--- config.mk ---
export PLATFORM = sky130hd
export DESIGN_NAME = mem_port_arbiter
export DESIGN_NICKNAME = d
export VERILOG_FILES = /design/src/rtl/mem_port_arbiter.sv
export SDC_FILE = /design/constraint.sdc
export NUM_CORES = 1
export LEC_CHECK = 0
export ABC_AREA = 1
export ABC_CLOCK_PERIOD_IN_PS = 4800
export CORE_AREA = 5 5 104 106
export DETAILED_ROUTE_END_ITERATION = 6
export DIE_AREA = 0 0 109 111
export GPL_TIMING_DRIVEN = 0
export PLACE_DENSITY = 0.71
export SLEW_MARGIN = 30
export SYNTH_ARGS = -nofsm -noshare
export SYNTH_HDL_FRONTEND = slang
export SYNTH_SLANG_ARGS = --single-unit
--- constraint.sdc ---
create_clock -name clk -period 4.8 [get_ports clk]
set_clock_uncertainty 0.05 [all_clocks]
set_input_delay 0.96 -clock clk [delete_from_list [all_inputs] [get_ports clk]]
set_output_delay 0.96 -clock clk [all_outputs]
set_load 0.01 [all_outputs]
--- src/rtl/mem_port_arbiter.sv ---
// Arbitrates the unified memory port between instruction fetch and load/store.
// One transaction in flight; data wins ties unless fetch has waited STARVE_MAX data grants.
module mem_port_arbiter #(
  parameter int AW         = 32,
  parameter int DW         = 32,
  parameter int STARVE_MAX = 4
) (
  input  logic            clk,
  input  logic            rst,
  input  logic            if_req,
  input  logic [AW-1:0]   if_addr,
  input  logic            if_flush,
  output logic            if_gnt,
  output logic            if_rvalid,
  output logic [DW-1:0]   if_rdata,
  input  logic            d_req,
  input  logic            d_we,
  input  logic [DW/8-1:0] d_be,
  input  logic [AW-1:0]   d_addr,
  input  logic [DW-1:0]   d_wdata,
  output logic            d_gnt,
  output logic            d_rvalid,
  output logic [DW-1:0]   d_rdata,
  output logic            m_req,
  output logic            m_we,
  output logic [DW/8-1:0] m_be,
  output logic [AW-1:0]   m_addr,
  output logic [DW-1:0]   m_wdata,
  input  logic            m_gnt,
  input  logic            m_rvalid,
  input  logic [DW-1:0]   m_rdata
);

  // state  | meaning
  // IDLE   | no transaction outstanding, request muxed to memory
  // BUSY_I | fetch granted, waiting for its m_rvalid
  // BUSY_D | load/store granted, waiting for its m_rvalid
  typedef enum logic [1:0] {
    IDLE   = 2'd0,
    BUSY_I = 2'd1,
    BUSY_D = 2'd2
  } state_t;

  localparam int CW = $clog2(STARVE_MAX + 1);
  localparam logic [CW-1:0] STARVE_LIM = CW'(STARVE_MAX);

  state_t        state;
  state_t        state_nxt;
  logic [CW-1:0] starve_cnt;
  logic          flushed;
  logic          sel_i;
  logic          sel_d;
  logic          gnt_i;
  logic          gnt_d;
  logic          drop_i;

  always_comb begin
    sel_d  = (state == IDLE) & d_req & ~(if_req & (starve_cnt == STARVE_LIM));
    sel_i  = (state == IDLE) & if_req & ~sel_d;
    gnt_i  = m_gnt & sel_i;
    gnt_d  = m_gnt & sel_d;
    // a flush in the response cycle itself must already suppress it
    drop_i = if_flush | flushed;
  end

  always_ff @(posedge clk or negedge rst) begin
    if (!rst) begin
      state <= IDLE;
    end else begin
      state <= state_nxt;
    end
  end

  always_comb begin
    state_nxt = state;
    case (state)
      IDLE: begin
        if (gnt_d) begin
          state_nxt = BUSY_D;
        end else if (gnt_i) begin
          state_nxt = BUSY_I;
        end
      end
      BUSY_I, BUSY_D: begin
        if (m_rvalid) begin
          state_nxt = IDLE;
        end
      end
      default: state_nxt = IDLE;
    endcase
  end

  always_comb begin
    m_req     = 1'b0;
    m_we      = 1'b0;
    m_be      = '0;
    m_addr    = '0;
    m_wdata   = '0;
    if_gnt    = 1'b0;
    d_gnt     = 1'b0;
    if_rvalid = 1'b0;
    if_rdata  = '0;
    d_rvalid  = 1'b0;
    d_rdata   = '0;
    if (rst) begin
      case (state)
        IDLE: begin
          m_req  = sel_i | sel_d;
          if_gnt = gnt_i;
          d_gnt  = gnt_d;
          if (sel_d) begin
            m_we    = d_we;
            m_be    = d_be;
            m_addr  = d_addr;
            m_wdata = d_wdata;
          end else if (sel_i) begin
            m_be   = '1;
            m_addr = if_addr;
          end
        end
        BUSY_I: begin
          if (m_rvalid && !drop_i) begin
            if_rvalid = 1'b1;
            if_rdata  = m_rdata;
          end
        end
        BUSY_D: begin
          if (m_rvalid) begin
            d_rvalid = 1'b1;
            d_rdata  = m_rdata;
          end
        end
        default: ;
      endcase
    end
  end

  // counts data grants taken while fetch was waiting
  always_ff @(posedge clk or negedge rst) begin
    if (!rst) begin
      starve_cnt <= '0;
    end else if (gnt_d) begin
      if (if_req) begin
        starve_cnt <= (starve_cnt == STARVE_LIM) ? STARVE_LIM : starve_cnt + CW'(1);
      end else begin
        starve_cnt <= '0;
      end
    end else if (gnt_i) begin
      starve_cnt <= '0;
    end
  end

  always_ff @(posedge clk or negedge rst) begin
    if (!rst) begin
      flushed <= 1'b0;
    end else if (state_nxt == IDLE) begin
      flushed <= 1'b0;
    end else if (state == BUSY_I && if_flush) begin
      flushed <= 1'b1;
    end
  end

endmodule

* After elaboration in Yosys (flattened, before gate mapping)
Index checks and enable logic that the tools add are counted.
** Cells by class
- Add/sub/neg operators :: 1
- Equal/unequal tests :: 3
- Muxes and demuxes :: 42
- Bitwise gates (word level) :: 11
- Reductions and logical operators :: 8
** Operator list (number)
- $mux 32 :: 13
- $mux 1 :: 17
- $mux 4 :: 4
- $mux 3 :: 4
- $and 1x1->1 :: 7
- $mux 2 :: 3
- $logic_not 2->1 :: 2
- $pmux 2 s2 :: 1
- $reduce_bool 2->1 :: 2
- $add 3x1->3 const B :: 1
- $eq 3x3->1 const B :: 1
- $eq 2x1->1 const B :: 1
- $eq 2x2->1 const B :: 1
- $logic_and 1x1->1 :: 2
- $not 1->1 :: 2
- $or 1x1->1 :: 2
- $reduce_or 2->1 :: 1
- $logic_not 1->1 :: 1
** Word-level totals
- Register bits after elaboration :: 6
- Output and inout bits :: 138
- Logic and storage cells :: 68

* Logic depth before layout (Yosys ltp)
Gate-level depths: netlist (run 1).
- Depth in word-level cells :: 12
- Depth in mapped cells :: 10

* Worst setup path before layout (run 1)
No wires, ideal clock.
- Kind :: input -> output
- Start :: in d_req
- End :: out m_addr[11]
- Data arrival time :: 1.683 ns
- Required time :: 3.790 ns
- Path slack :: 2.107 ns
- Cell stages on the path :: 7
- Path through :: nand2_1 -> clkinv_2 -> nand2_4 -> buf_12 -> buf_12 -> nand3_2 -> a21oi_2
** On the way
- Longest elaborated chain between the ends :: 8
** Ends and longest elaborated chain
- from (decl) :: line 16 : input logic d_req,
- $and 1x1->1 (*) (2 in series) :: line 58 : sel_d = (state == IDLE) & d_req & ~(if_req & (starve_cnt == STARVE_LIM));
- $not 1->1 :: line 59 : sel_i = (state == IDLE) & if_req & ~sel_d;
- $and 1x1->1 :: line 59
- $mux 32 :: line 116 : end else if (sel_i) begin
- $mux 32 (*) :: line 111 : if (sel_d) begin
- $mux 32 (*) :: line 106 : case (state)
- $mux 32 (*) :: line 105 : if (rst) begin
- to (decl) :: line 27 : output logic [AW-1:0] m_addr,
Mark *: on every way between the ends. The rest lies on a longest branch, timed or not.

* Final worst setup path (run 1)
- Start :: in rst
- End :: out d_rdata[12]
** On the way
- Longest elaborated chain between the ends :: 1
** Ends and longest elaborated chain
- from (decl) :: line 9 : input logic rst,
- $mux 32 :: line 105
- to (decl) :: line 23 : output logic [DW-1:0] d_rdata,
Every way passes these cells.

==> results of run 1 <==
cell families (layout without fill, tap and decap cells):
group                      after synthesis  count (layout)  share of synthesized area
DFF                                      6               6                    0.07339
adders and majority gates                6               6                    0.03670
AOI/OAI and AO/OA                       46              46                     0.1676
and+or+nand+nor                        184             184                     0.4398
buffers and inverters                  109             389                     0.2826
final cells by class:
cell class                      instances  area [um^2]  share of cell area
Inverter                               87        330.3             0.06572
Clock buffer                            3        41.29            0.008215
Multi-Input combinational cell        236         1318              0.2621
Tap cell                              133        166.4             0.03311
Sequential cell                         6        150.1             0.02987
Buffer                                 22        247.7             0.04929
Timing Repair Buffer                  277         2773              0.5517
registers in the layout, indices dropped and copies added, names as in the netlist:
register and cells:
flushed 1, starve_cnt 3, state 2
metrics by stage:
step                power, mW  setup WS (ps)  cells  instance area, um^2  hold slack [ps]
finish                 0.9809          623.5    764                 5026            491.8
CTS                    0.9905          575.1    764                 5026            498.8
floorplan              0.5201           2107    351                 2046            442.3
global route            1.061          445.8    764                 5026            510.7
global placement       0.8938          655.0    761                 4985            468.0
detailed placement     0.9104          585.3    761                 4985            489.9
cells in the final DEF (no fill, tap or decap), drive strengths merged:
cell type / netlist / layout
inv: 86 / 86
clkdlybuf4s50: 0 / 277
a21oi: 36 / 36
nor3: 1 / 1
o22ai: 3 / 3
nor2: 99 / 99
clkinv: 1 / 1
ha: 6 / 6
buf: 14 / 14
clkbuf: 8 / 11
nand3: 42 / 42
nand2: 42 / 42
o21ai: 7 / 7
dfrtp: 6 / 6
critical path: cells and delay by family:
family,cells,cell delay (ps)
buffers and inverters,3,1660
and+or+nand+nor,2,540
worst min path at each step:
stage / slack, ps / to / startpoint / cells past startpoint
3_5_place_dp: 490 / flushed / flushed / 2
3_3_place_gp: 470 / flushed / flushed / 2
5_1_grt: 510 / flushed / flushed / 2
4_1_cts: 500 / flushed / flushed / 2
6_report: 490 / flushed / flushed / 2
2_1_floorplan: 440 / flushed / flushed / 2
where the power goes:
part	switching (mW)	leakage, nW	internal, mW
registers	0.0103	0.0811	0.0649
clock network	0.0209	0.0216	0.0538
logic	0.394	2.10	0.437
layer usage:
layer  vias up  global-route usage  routed length [um]
li1       1604                   -                   -
met1      1425              0.1844                3914
met2       163              0.3378                6131
met3        32             0.05824                1268
met4         0             0.06650                 429
met5         -                   0                   0
==> results.cfg, run 1 <==
[outcome]
status = complete, no violations

[worst_setup_path]
path_class = input port to output pin
end_kind = output pin
reg2reg_setup_slack_ps = 3150
r2r-end = flushed
critical_path.max_fanout = 10
startpoint_type = input port
worstPathArrival_ps = 3170
cp-startpoint = rst
cpPeakStageDelay_ps = 790
cp_common_cell = clkdlybuf4s50_1
r2r_cells = 8
r2r_start = state[1]
cp.required_ps = 3790
slowest_stage = clkdlybuf4s50_1
cp_cell_sequence = clkdlybuf4s50_1, nand3_1, clkbuf_1, nor2_1, clkdlybuf4s50_1
worstSetupEndpoint = d_rdata[12]

[detailed_routing]
first_pass_iters = 6
route.detailed.drc = 0
postRouteAntennaNets = 0
wl_mm = 11.74
num_vias = 3224
via_per_inst = 4.220
drt_iter0_drc = 189
wl_per_cell_um = 15.37

[global_routing]
antenna_found_initial = 0
grt_max_degree = 11
track_usage = 0.1816
grt_pass1_wl_mm = 17.50
grt_remaining_overflow = 0
grt_pass1_vias = 3316

[timing]
hold_violations = 0
period_needed_ps = 4176
finalSetupTns_ps = 0
rsz0062_at_grt = no
setup_violations = 0
slew_violations = 0
max_slew_margin = 0.6559
max_freq_ghz = 0.2394
worst_pin_slew_ps = 514.5
timing.final.crit_share = 0.8701

[pwr]
powerDensity_mw_per_mm2 = 195.2
leakage_nw = 2.207
vdd_drop_max_v = 0.00009796

[clock_network]
cts_tree = yes
cts_resized = 0
postCtsHoldBufs = 0
cts.sinks = 6
clock_latency_ps = 220
cts_buffers = 3
clkSlewWorstSetupHoldPaths_ps = 30
clock_path_buffers = 2
htree_levels = 1
cts-root-buf = clkbuf_8
cts_setup_buffers = 0

[finish]
layout-area-overhead-vs-synth_pct = 145.7
fillers = 947
nNetsFinal = 779
diodes = 0
drive_above_1_share = 0.1315
utilization = 0.5190

[synthesis]
synth-seq-cells = 6
synth.top_cell.area_share = 0.1817
yosysTopAreaCell = nor2_1
dominantRegCellSynth = dfrtp_1
yosys-top-cells-count = nor2_1 (99), inv_1 (83), nand2_1 (40)
async_reset_ff_frac = 1.000
syn_area_mm2 = 0.002046
synth-edff-count = 0
yosys_warnings = 0
syn_inst = 351
syn_area_per_cell_um2 = 5.828
synthTopCellsByArea = nor2_1 (18%), inv_1 (15%), nand3_2 (14%), a21oi_2 (11%), dfrtp_1 (7.3%)
ys_seq_area_frac = 0.07339
yosysUniqueCellTypes = 23
synth_most_common_cell = nor2_1
synth_fp_nets = 497

[die]
dieArea_mm2 = 0.01210
io_pins = 278
rows = 36
die_x_um = 109
die_h_um = 111
start_util = 0.2112
core_area_mm2 = 0.009684

[place]
dp_hpwl_mm = 10.26
place_congestion = 0.8245
io_buffers = 277

[flow_run]
drv_cap = 0

[min_path]
hold_class = flip-flop to flip-flop
Power figures use the tool's default switching activity.
==> inputs of run 2 (changes only) <==
==> constraint.sdc (replaced) <==
create_clock -name clk -period 4.8 [get_ports clk]
set_clock_uncertainty 0.05 [all_clocks]
set_input_delay 0.48 -clock clk [delete_from_list [all_inputs] [get_ports clk]]
set_output_delay 0.48 -clock clk [all_outputs]
set_load 0.01 [all_outputs]
==> results of run 2 <==
The final DEF is identical to that of run 1. Status: complete, no violations.
Among the figures that moved: setup slack after placement 585.3 ps -> 1545 ps; setup slack after layout 623.5 ps -> 1584 ps
==> inputs of run 3 (changes only) <==
ABC_CLOCK_PERIOD_IN_PS = 3100   (was 4800)
CORE_AREA = 5 5 105 107   (was 5 5 104 106)
DIE_AREA = 0 0 110 112   (was 0 0 109 111)
PLACE_DENSITY = 0.7   (was 0.71)
clock period = 3.1 ns   (was 4.8 ns; I/O delays follow)
==> results.cfg, run 3 (synthesis results as in run 1) <==
[outcome]
status = complete, no violations

[place]
place_inst = 764
post-place-ws_ps = 237.2
io_buffers = 277
place_congestion = 0.8787
dp_hpwl_mm = 9.922
place_area_mm2 = 0.004989

[pwr]
switchingPower_uw = 653.3
vdd_drop_max_v = 0.0004453
p_comb_frac = 0.849
powerDensity_mw_per_mm2 = 300.5
p_sw_frac = 0.4322
pwr-share-clk = 0.073
seq_power_share = 0.077
p_int_uw = 858.2
leakage_nw = 2.207

[finish]
post-route-cell-area_mm2 = 0.005030
largest_register = starve_cnt
reg.largest.list = starve_cnt: 3 flops, state: 2 flops, flushed: 1 flops
layout-area-overhead-vs-synth_pct = 145.9
drive_above_1_share = 0.1315
diodes = 0
nNetsFinal = 779
final_cell_mix = clkdlybuf4s50_1 (277), nor2_1 (99), inv_1 (83), nand2_1 (40), nand3_2 (28)
largest_reg_flops = 3
final_common_cell = clkdlybuf4s50_1
layout.cells.non_filler = 767

[min_path]
hold_class = input port to async pin

[worst_setup_path]
end_kind = output pin
r2r_start = state[0]
critical_path.max_fanout = 10
reg2reg_setup_slack_ps = 1480
r2r_cells = 8
cp_common_cell = clkdlybuf4s50_1
worstPathArrival_ps = 2500
critical_path_buf_inv_count = 3
cpPeakStageDelay_ps = 800
r2r-end = flushed
slowest_stage = clkdlybuf4s50_1
cp.required_ps = 2740
startpoint_type = input port
path_delay_family = buffers and inverters
path_class = input port to output pin
cp_cell_sequence = clkdlybuf4s50_1, nand3_1, clkbuf_1, nor2_1, clkdlybuf4s50_1

[detailed_routing]
wl_mm = 11.26
wl_per_cell_um = 14.68
drt_iter0_drc = 136
postRouteAntennaNets = 0
first_pass_iters = 4
num_vias = 3152
via_per_inst = 4.110
route.detailed.drc = 0

[timing]
worst_pin_slew_ps = 529.0
max_slew_margin = 0.6462
rsz0062_at_grt = no
setup_violations = 0
max_freq_ghz = 0.3502
hold-worst-slack_ps = 398.0
slew_violations = 0
timing.final.crit_share = 0.9213
fin_ws_ps = 244.1
period_needed_ps = 2856
finalSetupTns_ps = 0
hold_violations = 0

[clock_network]
clock_latency_ps = 220
cts.sinks = 6
clkSlewWorstSetupHoldPaths_ps = 30
cts_buffers = 3
cts_setup_buffers = 0
cts-root-buf = clkbuf_8
clock_path_buffers = 2
postCtsHoldBufs = 0
htree_levels = 1
cts_resized = 0
cts_tree = yes

[global_routing]
track_usage = 0.1676
grt_pass1_wl_mm = 16.73
grt_remaining_overflow = 0
grt_max_degree = 11
antenna_found_initial = 0
grt_pass1_vias = 3174

[flow_run]
drv_cap = 0

[die]
dieArea_mm2 = 0.01232
io_pins = 278
core_area_mm2 = 0.01005
die_x_um = 110
start_util = 0.2036
rows = 37
die_h_um = 112
run 3: power groups by stage:
stage | combinational [mW] | sequential, mW | clock, mW
2_1_floorplan | 0.691 | 0.114 | 0
4_1_cts | 1.30 | 0.117 | 0.115
3_5_place_dp | 1.29 | 0.118 | 0
5_1_grt | 1.39 | 0.120 | 0.123
6_report | 1.28 | 0.117 | 0.111
3_3_place_gp | 1.27 | 0.115 | 0
run 3: worst max-delay path by stage:
stage,start,end,slack (ps),depth (start not counted)
after floorplan,state[0],m_addr[11],1340,9
after global placement,rst,d_rdata[2],280,5
after detailed placement,rst,d_rdata[6],240,5
after CTS,rst,d_rdata[6],230,5
after global routing,rst,d_rdata[6],40,5
final,rst,d_rdata[6],240,5
run 3: per-layer routing:
| metal | track usage | routed length, um | vias to the layer above |
|---|---|---|---|
| met5 | 0 | 0 | - |
| li1 | - | - | 1603 |
| met4 | 0.03325 | 229 | 0 |
| met3 | 0.03884 | 1050 | 16 |
| met1 | 0.1857 | 4063 | 1393 |
| met2 | 0.3180 | 5917 | 140 |
run 3: cell type report:
| class | instances | area, um^2 |
|---|---|---|
| Fill cell | 997 | 5016 |
| Sequential cell | 6 | 150.1 |
| Buffer | 22 | 247.7 |
| Inverter | 87 | 330.3 |
| Multi-Input combinational cell | 236 | 1318 |
| Clock buffer | 3 | 41.29 |
| Tap cell | 136 | 170.2 |
| Timing Repair Buffer | 277 | 2773 |
run 3: through the flow:
step	total power, mW	utilization
floorplan	0.8053	-
global placement	1.385	0.4966
detailed placement	1.410	0.4966
CTS	1.528	0.5007
global route	1.635	0.5007
finish	1.512	0.5007
run 3: worst reg2reg max path: stages, from the launching register on:
cell and delay, ps:
dfrtp_1 410, inv_1 110, ha_1 220, nand2_1 140
inv_2 190, nand3_2 120, nand2_1 70, nand3_1 90
a21oi_1 150
